**src/rtl/bcd_freq_counter_if.sv**
```systemverilog
// Result bus of the frequency meter: gate-range select in, four BCD digits and status out.
interface bcd_freq_counter_if;
  logic [2:0] calibration;
  logic [3:0] unites;
  logic [3:0] dizaines;
  logic [3:0] centaines;
  logic [3:0] milliers;
  logic       overflow;
  logic       valid;

  modport master (
    input  calibration,
    output unites,
    output dizaines,
    output centaines,
    output milliers,
    output overflow,
    output valid
  );

  modport slave (
    output calibration,
    input  unites,
    input  dizaines,
    input  centaines,
    input  milliers,
    input  overflow,
    input  valid
  );
endinterface

```
**src/rtl/bcd_freq_counter.sv**
```systemverilog
// Gated edge counter producing four BCD digits for the seven-segment PIO path.
// Optional OVF_SATURATE_EN: hold the count at 9999 on overflow instead of wrapping.
module bcd_freq_counter #(
  parameter int CLK_HZ      = 50000000,
  parameter int SYNC_STAGES = 2
) (
  input  logic               clk_clk,
  input  logic               reset_reset,
  input  logic               sig_in,
  bcd_freq_counter_if.master bus
);

  localparam int TW = (CLK_HZ > 1) ? $clog2(CLK_HZ) : 1;

  typedef enum logic [1:0] {
    ST_CLEAR = 2'd0,
    ST_GATE  = 2'd1,
    ST_LATCH = 2'd2
  } state_t;

  state_t                 state_r;
  state_t                 state_s;
  logic [SYNC_STAGES-1:0] sync_r;
  logic                   prev_r;
  logic                   edge_s;
  logic [2:0]             cal_r;
  logic [TW-1:0]          timer_r;
  logic [TW-1:0]          gate_last_s;
  logic [15:0]            bcd_r;
  logic                   ovf_r;
  logic                   clear_s;
  logic                   count_s;
  logic                   latch_s;
  logic [15:0]            out_bcd_r;
  logic                   out_ovf_r;
  logic                   out_valid_r;

  // Index of the final gate cycle; unused select codes fall back to the 1 s gate.
  function automatic logic [TW-1:0] gate_last(input logic [2:0] cal);
    logic [TW-1:0] g;
    case (cal)
      3'd1:    g = TW'(CLK_HZ / 10 - 1);
      3'd2:    g = TW'(CLK_HZ / 100 - 1);
      3'd3:    g = TW'(CLK_HZ / 1000 - 1);
      default: g = TW'(CLK_HZ - 1);
    endcase
    return g;
  endfunction

  function automatic logic [15:0] bcd_inc(input logic [15:0] v);
    logic [15:0] r;
    logic        carry;
    r     = v;
    carry = 1'b1;
    for (int i = 0; i < 4; i++) begin
      if (carry) begin
        if (r[4*i +: 4] == 4'd9) begin
          r[4*i +: 4] = 4'd0;
          carry       = 1'b1;
        end else begin
          r[4*i +: 4] = r[4*i +: 4] + 4'd1;
          carry       = 1'b0;
        end
      end else begin
        carry = 1'b0;
      end
    end
    return r;
  endfunction

  assign edge_s      = sync_r[SYNC_STAGES-1] & ~prev_r;
  assign gate_last_s = gate_last(cal_r);

  // Input synchroniser and rising-edge history flop.
  always_ff @(posedge clk_clk) begin
    if (reset_reset) begin
      sync_r <= {SYNC_STAGES{1'b0}};
      prev_r <= 1'b0;
    end else begin
      sync_r <= {sync_r[SYNC_STAGES-2:0], sig_in};
      prev_r <= sync_r[SYNC_STAGES-1];
    end
  end

  // Window sequencer state register.
  always_ff @(posedge clk_clk) begin
    if (reset_reset) begin
      state_r <= ST_CLEAR;
    end else begin
      state_r <= state_s;
    end
  end

  // Window sequencer next state and phase strobes.
  always_comb begin
    state_s = state_r;
    clear_s = 1'b0;
    count_s = 1'b0;
    latch_s = 1'b0;
    case (state_r)
      ST_CLEAR: begin
        clear_s = 1'b1;
        state_s = ST_GATE;
      end
      ST_GATE: begin
        count_s = 1'b1;
        if (timer_r == gate_last_s) begin
          state_s = ST_LATCH;
        end else begin
          state_s = ST_GATE;
        end
      end
      ST_LATCH: begin
        latch_s = 1'b1;
        state_s = ST_CLEAR;
      end
      default: begin
        state_s = ST_CLEAR;
      end
    endcase
  end

  // Gate timer, BCD accumulator and sticky overflow; edges outside GATE are dropped.
  always_ff @(posedge clk_clk) begin
    if (reset_reset) begin
      cal_r   <= 3'd0;
      timer_r <= {TW{1'b0}};
      bcd_r   <= 16'h0000;
      ovf_r   <= 1'b0;
    end else if (clear_s) begin
      cal_r   <= bus.calibration;
      timer_r <= {TW{1'b0}};
      bcd_r   <= 16'h0000;
      ovf_r   <= 1'b0;
    end else if (count_s) begin
      timer_r <= timer_r + TW'(1);
      if (edge_s) begin
        if (bcd_r == 16'h9999) begin
          ovf_r <= 1'b1;
`ifdef OVF_SATURATE_EN
          bcd_r <= bcd_r;
`else
          bcd_r <= 16'h0000;
`endif
        end else begin
          bcd_r <= bcd_inc(bcd_r);
        end
      end
    end
  end

  // Result registers, refreshed once per completed window.
  always_ff @(posedge clk_clk) begin
    if (reset_reset) begin
      out_bcd_r   <= 16'h0000;
      out_ovf_r   <= 1'b0;
      out_valid_r <= 1'b0;
    end else if (latch_s) begin
      out_bcd_r   <= bcd_r;
      out_ovf_r   <= ovf_r;
      out_valid_r <= 1'b1;
    end else begin
      out_valid_r <= 1'b0;
    end
  end

  assign bus.unites    = out_bcd_r[3:0];
  assign bus.dizaines  = out_bcd_r[7:4];
  assign bus.centaines = out_bcd_r[11:8];
  assign bus.milliers  = out_bcd_r[15:12];
  assign bus.overflow  = out_ovf_r;
  assign bus.valid     = out_valid_r;

endmodule

```
**src/flat_wrapper.sv**
```systemverilog
// flat-port wrapper written by rule: the top's interface ports become plain ports
module bcd_freq_counter_flat 
#(
  parameter int CLK_HZ      = 50000000,
  parameter int SYNC_STAGES = 2
)
  (clk_clk, reset_reset, sig_in, bus_calibration, bus_unites, bus_dizaines, bus_centaines, bus_milliers, bus_overflow, bus_valid);
  bcd_freq_counter_if bus_i ();
  input  logic clk_clk;
  input  logic reset_reset;
  input  logic sig_in;
  input wire logic [$bits(bus_i.calibration)-1:0] bus_calibration;
  output wire logic [$bits(bus_i.unites)-1:0] bus_unites;
  output wire logic [$bits(bus_i.dizaines)-1:0] bus_dizaines;
  output wire logic [$bits(bus_i.centaines)-1:0] bus_centaines;
  output wire logic [$bits(bus_i.milliers)-1:0] bus_milliers;
  output wire logic [$bits(bus_i.overflow)-1:0] bus_overflow;
  output wire logic [$bits(bus_i.valid)-1:0] bus_valid;
  assign bus_i.calibration = bus_calibration;
  assign bus_unites = bus_i.unites;
  assign bus_dizaines = bus_i.dizaines;
  assign bus_centaines = bus_i.centaines;
  assign bus_milliers = bus_i.milliers;
  assign bus_overflow = bus_i.overflow;
  assign bus_valid = bus_i.valid;
  bcd_freq_counter #(.CLK_HZ(CLK_HZ), .SYNC_STAGES(SYNC_STAGES)) u_core (.clk_clk(clk_clk), .reset_reset(reset_reset), .sig_in(sig_in), .bus(bus_i));
endmodule
```
**config.mk**
```make
export PLATFORM = sky130hd
export DESIGN_NAME = bcd_freq_counter_flat
export DESIGN_NICKNAME = d
export VERILOG_FILES = /design/src/rtl/bcd_freq_counter_if.sv /design/src/rtl/bcd_freq_counter.sv /design/src/flat_wrapper.sv
export SDC_FILE = /design/constraint.sdc
export NUM_CORES = 1
export LEC_CHECK = 0
export BUFFER_PORTS_ARGS = -buffer_cell sky130_fd_sc_hd__buf_4
export CORE_MARGIN = 2
export CORE_UTILIZATION = 35
export DETAILED_ROUTE_END_ITERATION = 6
export HOLD_SLACK_MARGIN = 0.1
export SLEW_MARGIN = 20
export SYNTH_ARGS = -nofsm -noshare
export SYNTH_HDL_FRONTEND = slang
export SYNTH_SLANG_ARGS = --single-unit
```
**constraint.sdc**
```tcl
create_clock -name clk_clk -period 2 [get_ports clk_clk]
set_input_delay 0.4 -clock clk_clk [delete_from_list [all_inputs] [get_ports clk_clk]]
set_output_delay 0.4 -clock clk_clk [all_outputs]
set_load 0.05 [all_outputs]
```
Word level (Yosys, flattened, before mapping)
Index checks and enable logic that the tools add are counted.
{"block": "classes", "n_reduce_logical": 10, "n_shift": 0, "div": 0, "mul": 0, "eq_ne": 11, "muxes": 35, "n_bitwise": 2, "magnitude_cmp": 0, "addsub": 5}
{"cell": "one-hot mux 26 bit (3 select lines)", "count": 1}
{"cell": "2-to-1 mux 4 bit", "count": 7}
{"cell": "adder 26 x 1 -> 26 bit (second input constant)", "count": 1}
{"cell": "equality test 26 bit", "count": 1}
{"cell": "2-to-1 mux 1 bit", "count": 24}
{"cell": "adder 4 x 1 -> 4 bit (second input constant)", "count": 4}
{"cell": "equality test 16 bit (second input constant)", "count": 1}
{"cell": "equality test 4 bit (second input constant)", "count": 4}
{"cell": "2-to-1 mux 16 bit", "count": 1}
{"cell": "AND reduction 3 bit", "count": 4}
{"cell": "equality test 3 x 2 -> 1 bit (second input constant)", "count": 2}
{"cell": "nonzero test 2 bit", "count": 3}
{"cell": "one-hot mux 2 bit (2 select lines)", "count": 1}
{"cell": "equality test 3 x 1 -> 1 bit (second input constant)", "count": 1}
{"cell": "equality test 2 x 1 -> 1 bit (second input constant)", "count": 1}
{"cell": "equality test 2 bit (second input constant)", "count": 1}
{"cell": "logical NOT 2 bit", "count": 1}
{"cell": "2-to-1 mux 2 bit", "count": 1}
{"cell": "AND reduction 2 bit", "count": 1}
{"cell": "OR reduction 2 bit", "count": 1}
{"cell": "bitwise AND 1 bit", "count": 1}
{"cell": "NOT 1 bit", "count": 1}
{"block": "totals", "memories": 0, "ram_bits": 0, "regBits": 69, "output_inout_bits": 18, "rom_bits": 0, "inputBits": 6, "latch_bits": 0}

Depth between registers and ports, before layout
Gate-level depths: netlist of the first run.
{"block": "logic_depth", "word_depth": 21, "ltp_mapped": 8, "ltp_nobuf": 7}

Least setup slack after synthesis of the first run
OpenSTA, ideal clock, no wires.
{"block": "synth_timing", "path_kind": "reg-to-reg", "startpoint": "register u_core.bcd_r[0]", "endpoint": "register u_core.bcd_r[14]", "t_required_ns": 1.930, "t_arrival_ns": 1.726, "stages_incl_launch_ff": 7, "setup_slack_ns": 0.204, "path_buffers": 0, "path_cell_list": "dfxtp_1 ha_1 nand3b_1 nor4_4 nand2_2 or3_1 a21oi_1"}
{"block": "synth_between", "elab_chain_cells": 21, "word_cells_on_any_way": 23, "cone_classes": "eq/ne: 2; mux: 19; reduce/logical: 2"}
{"item": "start, declared", "line_no": "bcd_freq_counter.sv:29", "text": "logic [15:0] bcd_r;"}
{"item": "start signal, assigned", "line_no": "bcd_freq_counter.sv:146", "text": "bcd_r <= bcd_inc(bcd_r);"}
{"item": "equality test 4 bit", "line_no": "bcd_freq_counter.sv:57", "text": "if (r[4*i +: 4] == 4'd9) begin"}
{"item": "2-to-1 mux 1 bit", "line_no": "bcd_freq_counter.sv:57"}
{"item": "2-to-1 mux 1 bit", "line_no": "bcd_freq_counter.sv:138", "text": "if (bcd_r == 16'h9999) begin"}
{"item": "2-to-1 mux 1 bit", "line_no": "bcd_freq_counter.sv:137", "text": "if (edge_s) begin"}
{"item": "2-to-1 mux 1 bit", "line_no": "bcd_freq_counter.sv:135", "text": "end else if (count_s) begin"}
{"item": "2-to-1 mux 1 bit", "line_no": "bcd_freq_counter.sv:130", "text": "end else if (clear_s) begin"}
{"item": "2-to-1 mux 1 bit", "line_no": "bcd_freq_counter.sv:125", "text": "if (reset_reset) begin"}
{"item": "2-to-1 mux 1 bit", "line_no": "bcd_freq_counter.sv:56", "text": "if (carry) begin"}
{"item": "[5 not listed]"}
{"item": "2-to-1 mux 1 bit", "line_no": "bcd_freq_counter.sv:56"}
{"item": "2-to-1 mux 1 bit", "line_no": "bcd_freq_counter.sv:138"}
{"item": "2-to-1 mux 1 bit", "line_no": "bcd_freq_counter.sv:137"}
{"item": "2-to-1 mux 1 bit", "line_no": "bcd_freq_counter.sv:135"}
{"item": "2-to-1 mux 1 bit", "line_no": "bcd_freq_counter.sv:130"}
{"item": "2-to-1 mux 1 bit", "line_no": "bcd_freq_counter.sv:125"}
{"item": "nonzero test 2 bit (no line)"}
{"item": "AND reduction 3 bit (no line)"}
Several ways; a longest one is shown, not always the timed one. The select of a mux whose other input is x is not followed.
A chain may end at the register's enable or synchronous reset.

Worst setup path after layout of the first run
{"block": "layout_timing", "startpoint": "register u_core.state_r[0]", "endpoint": "register u_core.timer_r[25]"}
{"block": "layout_between", "elab_chain_cells": 3, "word_cells_on_any_way": 5, "cone_classes": "eq/ne: 1; mux: 2; reduce/logical: 2"}
{"item": "start, declared", "line_no": "bcd_freq_counter.sv:21", "text": "state_t state_r;"}
{"item": "start signal, assigned", "line_no": "bcd_freq_counter.sv:90", "text": "state_r <= state_s;"}
{"item": "logical NOT 2 bit", "line_no": "bcd_freq_counter.sv:100", "text": "case (state_r)"}
{"item": "2-to-1 mux 1 bit", "line_no": "bcd_freq_counter.sv:100"}
{"item": "OR reduction 2 bit (no line)"}
{"item": "end signal, assigned", "line_no": "bcd_freq_counter.sv:127", "text": "timer_r <= {TW{1'b0}};"}
{"item": "end signal, assigned", "line_no": "bcd_freq_counter.sv:132", "text": "timer_r <= {TW{1'b0}};"}
{"item": "end signal, assigned", "line_no": "bcd_freq_counter.sv:136", "text": "timer_r <= timer_r + TW'(1);"}
{"item": "end, declared", "line_no": "bcd_freq_counter.sv:27", "text": "logic [TW-1:0] timer_r;"}
Several ways; a longest one is shown, not always the timed one.

==> metrics.txt, run 1 <==
Avg Cell Area, Syn=just over 8 um^2; standard-cell rows=34; area of the core=a little under 0.009 mm^2; class of the tightest hold or removal check=in2reg; critical hold path startpoint=sig_in; via count of the first global-routing pass=~2.6k; number of vias after detailed routing=approximately 2.7k; final period utilization=between 90% and 100%; Slowest-stage cell, CP=or4_1; Antenna Nets Post-Route=0; clock root buffer master=clkbuf_8; leakage power of the design=approximately 1.3 nW; die outline area=slightly below 0.01 mm^2; total nets after synthesis=about 400; Reg2Reg Launch Point=u_core.state_r[0]; Yosys warning count=0; total clock buffers created by CTS=9; Relative slew margins=71.8%; Crit path required time=~2.2 ns; gate count after technology mapping=around 390; number of filler cells placed in the layout=approximately 880; power share of the clock group=42.0%; clock buffer depth=2; fin. max-slew vios=0; number of standard cells in the layout, taps in and fillers out=roughly 530; switching power=between 600 and 700 uW; die height=99.6 um; hold buffers post-CTS=0; predominant post-synthesis flop cell=dfxtp_1; number of nets at the end of the flow=430; final routed DRC violation total=0; half-perimeter wire length of the detailed placement result=between 4000 and 5000 um; drt wl/cell=about 13 um; Reg power frac=between 50% and 60%; all-layer global routing usage=around 15%; initial antenna violation count=0; antenna cell count=0; maximum number of pins on one net before global-route repair=30; Post-synth EDFFs=0; layout overhead on the synthesized area=16.4%; largest cells by area after synthesis=dfxtp_1 43%, nand2_1 6.5%, nor2_1 6.3%; share of cells above drive strength 1=16.4%; total negative setup slack=0 ns; portion of the post-synthesis area used by sequential elements=43.2%; largest family of logic cells by synthesized area=simple AND/OR/NAND/NOR gates; Starting Density=36.3%; outcome=finished, final reports clean; latest clock arrival within the worst-skew pair=roughly 0.35 ns; Synth Area in Adders=approximately 3.8%; Port Buf Inserts=23; first-pass detailed-route iteration total=4; power share of the combinational group=2.9%; deepest level of the CTS H-tree=3; post-layout power=around 2.5 mW; crit-path max FO=9; skew final=0.00895 ns; Sw Ratio=23.8%; fraction of synthesized cell area taken by the top area cell type=a little over two fifths; die width=99.6 um; class of the most critical setup path=reg2reg; Iter 0 DRT Violations=94; aggregate global routing overflow=0; multiplexer fraction of the synthesized cell area=less than 1%; cells along the critical path=nand4b_1 > or4_1 > nor3_1 > xnor2_1 > nor2_1; post-synthesis simple-gate area fraction=between 30% and 40%; last weighted congestion value of the routability-driven placer=~0.88; Post-Route Utilization=between 40 and 50%; arrival time of data at the critical path endpoint=around 2.1 ns; Clock Pin Slew Worst Setup and Hold Paths=around 0.07 ns; xor/xnor cell area share of the yosys netlist=7.11%; #FFs+latches synth=69; Final Hold Violating Endpoints=0; CTS tree=yes; async set-reset flop share out of synthesis=0%; clock tree sinks=69; CP bufs+invs=0; total wire length after detailed routing=6910 um; Ports=24; kind of cell adding the most delay to the critical path=simple AND/OR/NAND/NOR gates; Pint=around 1.9 mW; maximum vdd drop=between 200 and 300 uV; max incr delay on CP=between 0.5 and 0.6 ns; complex-gate fraction of the synthesized area=around 10%; Cell variety after synth=51; Syn Std Cell Area=between 0.003 and 0.004 mm^2; first element of the critical path=u_core.state_r[0]; RSZ-0062 raised after global routing=false; startpoint kind of the worst setup timing path=register; dominant cell type by area after synthesis=dfxtp_1; Final Setup Violations=0; Critical Path Sink Type=register; maximum clock rate=about 540 MHz; max capacitance violation total=0; routed vias/inst=approximately 5.1; global-route wire length before repair=between 10000 and 15000 um; ratio of total power to cell area=680 mW/mm^2; Placed Cells incl. Taps=between 500 and 600; clock period minus final worst setup slack=approximately 1.8 ns; Slew @ Worst Pin=between 0.4 and 0.5 ns; number of buffers inserted to repair setup after CTS=0
final cells by class:
class                           count  area, um^2  share of cell area (%)
Clock inverter                      5        33.8                   0.907
Timing Repair Buffer               37         278                    7.46
Tap cell                          108         135                    3.63
Multi-Input combinational cell    290        1710                    46.0
Sequential cell                    69        1380                    37.1
Clock buffer                       11         151                    4.06
Inverter                            8        30.0                   0.806
stage by stage:
| step | area, um^2 | hold slack [ns] | worst slack [ns] |
|---|---|---|---|
| after global placement | 3540 | 0.440 | 0.224 |
| final | 3720 | 0.266 | 0.153 |
| after CTS | 3720 | 0.256 | 0.153 |
| after floorplan | 3200 | 0.414 | 0.204 |
| after global routing | 3720 | 0.280 | 0.00858 |
| after detailed placement | 3540 | 0.433 | 0.157 |
timing repair:
action,4_1_cts,5_1_grt
endpoints found under the hold margin,0,0
endpoints found under the setup margin,0,1
resized for setup,0,1
path summary, 6_finish.rpt:
path | slack [ns] | endpoint | cells past startpoint
setup reg to reg | 0.15 | u_core.timer_r[25] | 5
setup / recovery | 0.15 | u_core.timer_r[25] | 5
hold / removal | 0.27 | u_core.sync_r[0] | 2
hold reg to reg | 0.45 | u_core.bus.overflow | 2
power groups by stage:
stage               sequential [mW]  clock (mW)  combinational, mW
floorplan                      1.42           0             0.0548
global placement               1.43           0             0.0734
detailed placement             1.43           0             0.0741
CTS                            1.40        1.10             0.0744
global route                   1.40        1.15             0.0842
finish                         1.40        1.06             0.0737
worst register-to-register path, stage by stage (launching register included):
cell and delay (ns):
dfxtp_1 0.52, nand4b_1 0.25, or4_1 0.56, nor3_1 0.20
xnor2_1 0.15, nor2_1 0.05
kinds of logic after synthesis:
group / after synthesis
AOI/OAI and AO/OA: 55
xor gates and xnor gates: 26
adders and majority gates: 10
buffers and inverters: 27
DFF: 69
muxes: 3
and+or+nand+nor: 196
layout by cell type, fill, tap and decap left out, types with 9 or more instances in the layout:
| master | netlist | layout |
|---|---|---|
| nor2_1 | 54 | 54 |
| buf_4 | 0 | 37 |
| xor2_1 | 9 | 9 |
| clkbuf_8 | 0 | 11 |
| nor3_1 | 12 | 12 |
| xnor2_1 | 17 | 17 |
| a21oi_1 | 35 | 35 |
| nand2_1 | 55 | 55 |
| ha_1 | 9 | 9 |
| nand3_1 | 12 | 12 |
| dfxtp_1 | 69 | 68 |
layer usage:
metal / track usage (%) / wire length, um
met3: 3.09 / 232
met2: 24.5 / 3200
met4: 5.69 / 109
met1: 19.3 / 3370
met5: 0 / 0
flip-flops by register name (all words and copies together), names as in the netlist:
| name | count |
|---|---|
| u_core.prev_r | 1 |
| u_core.state_r | 2 |
| u_core.bus.valid | 1 |
| u_core.out_bcd_r | 16 |
| u_core.ovf_r | 1 |
| u_core.sync_r | 2 |
| u_core.bcd_r | 16 |
| u_core.cal_r | 3 |
| u_core.bus.overflow | 1 |
| u_core.timer_r | 26 |
synthesized netlist by cell type (3+ instances only):
| library cell | n |
|---|---|
| dfxtp_1 | 69 |
| nand2_1 | 55 |
| nor2_1 | 54 |
| a21oi_1 | 35 |
| xnor2_1 | 17 |
| clkbuf_1 | 13 |
| nand3_1 | 12 |
| nor3_1 | 12 |
| ha_1 | 9 |
| xor2_1 | 9 |
| inv_1 | 8 |
| nor4_1 | 8 |
| nand4_1 | 7 |
| nor2b_1 | 7 |
| nand2b_1 | 6 |
| or2_2 | 6 |
| and3_1 | 4 |
| nand3b_1 | 4 |
| o21ai_0 | 4 |
| buf_1 | 3 |
| buf_2 | 3 |
| mux2i_1 | 3 |
| or4_1 | 3 |
Power figures use the tool's default switching activity.
==> inputs of run 2 (changes only) <==
--- a/config.mk
+++ b/config.mk
@@ -6,10 +6,12 @@
 export NUM_CORES = 1
 export LEC_CHECK = 0
 export BUFFER_PORTS_ARGS = -buffer_cell sky130_fd_sc_hd__buf_4
-export CORE_MARGIN = 2
+export CORE_ASPECT_RATIO = 2
+export CORE_MARGIN = 1
 export CORE_UTILIZATION = 35
 export DETAILED_ROUTE_END_ITERATION = 6
 export HOLD_SLACK_MARGIN = 0.1
+export SETUP_SLACK_MARGIN = 0.02
 export SLEW_MARGIN = 20
 export SYNTH_ARGS = -nofsm -noshare
 export SYNTH_HDL_FRONTEND = slang
==> metrics.txt, run 2 (same netlist as run 1, synthesis figures left out) <==
outcome=finished with violations; violated checks=design-rule violations; initial antenna violation count=0 (unchanged); all-layer global routing usage=17.9% (+3.0 points); Sw Ratio=20.9% (-2.9 points); flip-flop count of the largest register after layout=26 (unchanged); via count of the first global-routing pass=2804 (+6.3%); class of the most critical setup path=reg2reg; total negative setup slack=0 ns (unchanged); die width=69.6 um (-30%); Ports=24 (unchanged); hold buffers post-CTS=0 (unchanged); share of cells above drive strength 1=17.2% (+0.75 points); RSZ-0062 raised after global routing=false; antenna cell count=0 (unchanged); Final Hold Violating Endpoints=0 (unchanged); Clock Pin Slew Worst Setup and Hold Paths=0.05 ns (-0.02 ns); final period utilization=88.6% (-3.8 points); arrival time of data at the critical path endpoint=2.01 ns (-0.07 ns); last weighted congestion value of the routability-driven placer=0.940 (+6.7%); power share of the combinational group=2.6% (-0.3 points); switching power=609 uW (+0.93%); power share of the clock group=49.4% (+7.4 points); Relative slew margins=72.1% (+0.30 points); leading cell type in the layout, fill and taps excluded=dfxtp_1; worst reg-to-reg path cell count=6 (+1); class of the tightest hold or removal check=in2reg; commonest cells after routing, fill and taps aside=68 x dfxtp_1, 55 x nand2_1, 54 x nor2_1; Slowest-stage cell, CP=dfxtp_1; post-layout power=2.91 mW (+15%); cts repair resizes=0 (unchanged); maximum vdd drop=575 uV (+93%); clock buffer depth=2 (unchanged); latest clock arrival within the worst-skew pair=0.33 ns (-0.02 ns); Port Buf Inserts=23 (unchanged); Final Setup Violations=0 (unchanged); skew final=0.00481 ns (-0.00414 ns); drt wl/cell=15.0 um (+14%); aggregate global routing overflow=0 (unchanged); leakage power of the design=1.40 nW (+5.9%); Worst Setup Slack, final=0.228 ns (+0.0751 ns); clock tree sinks=69 (unchanged); CTS tree=yes; Hold Path Depth=2 (unchanged); maximum number of pins on one net before global-route repair=31 (+3.3%); total clock buffers created by CTS=9 (unchanged); worst reg2reg setup slack=0.23 ns (+0.08 ns); Top Registers=u_core.timer_r: 26 flops, u_core.bcd_r: 16 flops, u_core.out_bcd_r: 16 flops; Antenna Nets Post-Route=0 (unchanged); startpoint kind of the worst setup timing path=register; clock root buffer master=clkbuf_16; Reg power frac=48.0% (-7.1 points); global-route wire length before repair=13100 um (+7.2%); deepest level of the CTS H-tree=3 (unchanged); Post-Route Utilization=43.0% (+0.73 points); Starting Density=35.8% (-0.59 points); number of filler cells placed in the layout=890 (+0.68%); area of the core=0.00895 mm^2 (+1.6%); clock period minus final worst setup slack=1.77 ns (-0.0751 ns); endpoint of the most critical register-to-register path=u_core.bcd_r[15]; number of nets at the end of the flow=437 (+1.6%); number of vias after detailed routing=2815 (+4.5%); maximum clock rate=564 MHz (+4.2%); total wire length after detailed routing=7900 um (+14%); first-pass detailed-route iteration total=6 (+2); number of buffers inserted to repair setup after CTS=0 (unchanged); endpoint of the worst hold-timing path=u_core.sync_r[0]; cells along the critical path=ha_1 > nand3b_1 > nor4_4 > buf_4 > a41oi_1 > a311oi_1; die outline area=0.00955 mm^2 (-3.7%); Top reg by flops=u_core.timer_r; first element of the critical path=u_core.bcd_r[0]; Reg2Reg Launch Point=u_core.bcd_r[0]; standard-cell rows=49 (+44%); half-perimeter wire length of the detailed placement result=5890 um (+23%); ratio of total power to cell area=757 mW/mm^2 (+11%); max capacitance violation total=0 (unchanged); Slew @ Worst Pin=0.419 ns (-0.00324 ns); critical hold path startpoint=sig_in; Pint=2.30 mW (+19%); Critical Path Sink Type=register; Crit path required time=2.24 ns (about the same); setup slack at placement=0.176 ns (+0.0184 ns); die height=137 um (+38%); crit-path max FO=6 (-3); routed vias/inst=5.34 (+4.7%); final routed DRC violation total=2 (+2); fin. max-slew vios=0 (unchanged); Iter 0 DRT Violations=146 (+55%); layout overhead on the synthesized area=20.3%; max incr delay on CP=0.42 ns (-0.14 ns)
-- run 2: cell count changes in the layout (fill, tap and decap cells not counted) --
cell,previous run,this run
clkinvlp_4,2,0
clkbuf_8,11,2
inv_6,1,0
clkbuf_16,0,9
buf_4,37,44
clkbuf_1,0,1
-- run 2: worst max-delay path, delay by kind of cell, from the launching register on --
family	cells	cell delay [ns]
fa+ha+maj	1	0.18
compound gates	2	0.38
flops	1	0.42
buf+inv	1	0.21
simple gates	2	0.50
-- run 2: area by class of cell --
| cell class | instances | area, um^2 | share of cell area [%] |
|---|---|---|---|
| Clock buffer | 12 | 256 | 6.66 |
| Clock inverter | 2 | 10.0 | 0.260 |
| Inverter | 8 | 30.0 | 0.780 |
| Multi-Input combinational cell | 290 | 1710 | 44.5 |
| Sequential cell | 69 | 1380 | 35.9 |
| Tap cell | 102 | 128 | 3.31 |
| Timing Repair Buffer | 44 | 330 | 8.58 |
-- run 2: per-stage QoR --
step	cells	hold slack (ns)	instance area [um^2]
2_1_floorplan	386	0.414	3200
3_3_place_gp	513	0.444	3580
3_5_place_dp	513	0.448	3580
4_1_cts	527	0.281	3850
5_1_grt	527	0.285	3850
6_report	527	0.294	3850
-- run 2: worst max path at each step --
stage,end,slack (ns),cells after the start
6_report,u_core.bcd_r[15],0.23,6
5_1_grt,u_core.bcd_r[15],0.03,6
4_1_cts,u_core.bcd_r[15],0.15,6
3_5_place_dp,u_core.bcd_r[15],0.18,6
2_1_floorplan,u_core.bcd_r[14],0.20,6
3_3_place_gp,u_core.timer_r[22],0.25,6
-- run 2: power groups by stage --
stage / combinational (mW) / sequential [mW] / clock, mW
after floorplan: 0.0548 / 1.42 / 0
after global placement: 0.0758 / 1.43 / 0
after detailed placement: 0.0772 / 1.43 / 0
after CTS: 0.0780 / 1.40 / 1.49
after global routing: 0.0858 / 1.40 / 1.53
final: 0.0767 / 1.40 / 1.44
-- run 2: layer usage --
| layer | global-route usage [%] | vias to the layer above | wire, um |
|---|---|---|---|
| li1 | - | 1394 | - |
| met1 | 15.2 | 1346 | 2790 |
| met2 | 35.7 | 51 | 4490 |
| met3 | 4.68 | 24 | 221 |
| met4 | 11.7 | 0 | 395 |
| met5 | 0 | - | 0 |
==> inputs of run 3 (changes only) <==
==> constraint.sdc (replaced) <==
create_clock -name clk_clk -period 1.79 [get_ports clk_clk]
set_input_delay 0.358 -clock clk_clk [delete_from_list [all_inputs] [get_ports clk_clk]]
set_output_delay 0.358 -clock clk_clk [all_outputs]
set_load 0.05 [all_outputs]
==> metrics.txt, run 3 (same netlist as run 1, synthesis figures left out) <==
outcome=finished with violations; violated checks=design-rule violations; Clock Pin Slew Worst Setup and Hold Paths=0.06 ns (about the same); all-layer global routing usage=18.3% (+0.40 points); clock tree sinks=69 (unchanged); antenna cell count=0 (unchanged); clock period minus final worst setup slack=1.72 ns (-0.0508 ns); flip-flop count of the largest register after layout=26 (unchanged); via count of the first global-routing pass=2906 (+3.6%); deepest level of the CTS H-tree=3 (unchanged); number of nets at the end of the flow=454 (+3.9%); Iter 0 DRT Violations=126 (-14%); aggregate global routing overflow=0 (unchanged); Slew @ Worst Pin=0.412 ns (-0.00659 ns); worst reg-to-reg path cell count=4 (-2); maximum number of pins on one net before global-route repair=30 (-3.2%); max capacitance violation total=0 (unchanged); Top Registers=u_core.timer_r: 26 flops, u_core.bcd_r: 16 flops, u_core.out_bcd_r: 16 flops; Hold Path Depth=2 (unchanged); crit-path max FO=2 (-4); leakage power of the design=1.50 nW (+7.2%); final period utilization=96.1% (+7.6 points); layout overhead on the synthesized area=27.4%; Top reg by flops=u_core.timer_r; initial antenna violation count=0 (unchanged); startpoint kind of the worst setup timing path=register; routing usage on met3=4.39% (-0.29 points); Critical Path Sink Type=register; half-perimeter wire length of the detailed placement result=5950 um (+0.96%); Relative slew margins=72.5% (+0.44 points); number of standard cells in the layout, taps in and fillers out=546 (+3.6%); fin. max-slew vios=0 (unchanged); maximum vdd drop=532 uV (-7.4%); class of the most critical setup path=reg2reg; number of vias after detailed routing=2881 (+2.3%); CTS tree=yes; met1 track demand over resource in global routing=16.8% (+1.6 points); Post-Route Utilization=45.6% (+2.5 points); clock root buffer master=clkbuf_16; Final Setup Violations=0 (unchanged); die height=137 um (unchanged); maximum clock rate=581 MHz (+3.0%); clock buffer depth=2 (unchanged); RSZ-0062 raised after global routing=true; Post-Route Hold Slack=0.235 ns (-0.0589 ns); arrival time of data at the critical path endpoint=2.00 ns (about the same); ratio of total power to cell area=809 mW/mm^2 (+6.9%); Reg2Reg Launch Point=u_core.timer_r[23]; total wire length after detailed routing=8080 um (+2.3%); class of the tightest hold or removal check=in2reg; commonest cells after routing, fill and taps aside=64 x dfxtp_1, 61 x buf_4, 55 x nand2_1; total clock buffers created by CTS=9 (unchanged); Port Buf Inserts=23 (unchanged); post-layout power=3.30 mW (+13%); area of the core=0.00895 mm^2 (unchanged); Placed Cells incl. Taps=529 (+3.1%); final routed DRC violation total=2 (unchanged); latest clock arrival within the worst-skew pair=0.34 ns (about the same); Ports=24 (unchanged); standard-cell rows=49 (unchanged); number of filler cells placed in the layout=895 (+0.56%); layer with the highest usage=met2; routed vias/inst=5.28 (-1.2%); Antenna Nets Post-Route=0 (unchanged); Final Hold Violating Endpoints=0 (unchanged); global-route wire length before repair=13500 um (+3.0%); critical hold path startpoint=sig_in; skew final=0.00688 ns (+0.00206 ns); Crit path required time=2.07 ns (-0.17 ns); first-pass detailed-route iteration total=6 (unchanged); last weighted congestion value of the routability-driven placer=0.879 (-6.4%); worst reg2reg setup slack=0.07 ns (-0.16 ns); met2 Track Usage GR=35.2% (-0.49 points); Starting Density=35.8% (unchanged); die width=69.6 um (unchanged); endpoint of the most critical register-to-register path=u_core.state_r[1]; leading cell type in the layout, fill and taps excluded=dfxtp_1; die outline area=0.00955 mm^2 (unchanged); drt wl/cell=14.8 um (-1.3%); endpoint of the worst hold-timing path=u_core.sync_r[0]; share of cells above drive strength 1=24.5% (+7.4 points)
## run 3: changes by cell type in the layout (fill, tap and decap cells not counted), moves of 3 or more
cell / previous run / this run
nor4_2: 1 / 5
dfxtp_1: 68 / 64
dfxtp_2: 1 / 4
nor4_1: 8 / 3
clkinvlp_4: 0 / 3
buf_4: 44 / 61
## run 3: metrics by stage
| stage | area (um^2) | setup slack (ns) | setup TNS [ns] |
|---|---|---|---|
| floorplan | 3200 | 0.0268 | 0 |
| global placement | 3700 | -0.0459 | -0.0711 |
| detailed placement | 3700 | -0.0523 | -0.0952 |
| CTS | 3990 | 0.0249 | 0 |
| global route | 4080 | -0.0652 | -0.104 |
| finish | 4080 | 0.0691 | 0 |
## run 3: how the worst max path moves through the flow
stage,from,end,slack (ns)
floorplan,u_core.bcd_r[4],u_core.bcd_r[14],0.03
global placement,u_core.timer_r[12],u_core.state_r[0],-0.05
detailed placement,u_core.timer_r[12],u_core.state_r[0],-0.05
CTS,u_core.timer_r[23],u_core.state_r[0],0.02
global route,u_core.bcd_r[1],u_core.bcd_r[15],-0.07
finish,u_core.timer_r[23],u_core.state_r[1],0.07
## run 3: layer usage
metal	vias up	wire length, um
met5	-	0
met4	0	370
met3	22	240
met2	48	4520
met1	1373	2950
li1	1438	-
## run 3: cell type report
cell class	count	area (um^2)	area share, %
inverters	8	30.0	0.736
repair buffers	61	458	11.2
well taps	102	128	3.13
multi-input cells	290	1790	44.0
clock inverters	6	48.8	1.20
clock buffers	10	229	5.62
flip-flops and latches	69	1390	34.1
## run 3: where the power goes
part,leakage (nW),internal (mW),switching (mW)
sequential,0.560,1.54,0.00945
combinational,0.815,0.0396,0.0569
clock,0.125,0.946,0.700
total,1.50,2.53,0.766
## run 3: critical path, cell delays in order, from the launching register on
cell	delay, ns
dfxtp_2	0.32
or4_4	0.54
a211o_1	0.23
a222oi_1	0.38
and3_1	0.21
## run 3: repair_timing
item	4_1_cts	5_1_grt
gates resized for setup	3	20
setup endpoints to repair	2	13
pin swaps	3	9
buffers inserted	0	1
endpoints found under the hold margin	0	0
hold buffers	0	0
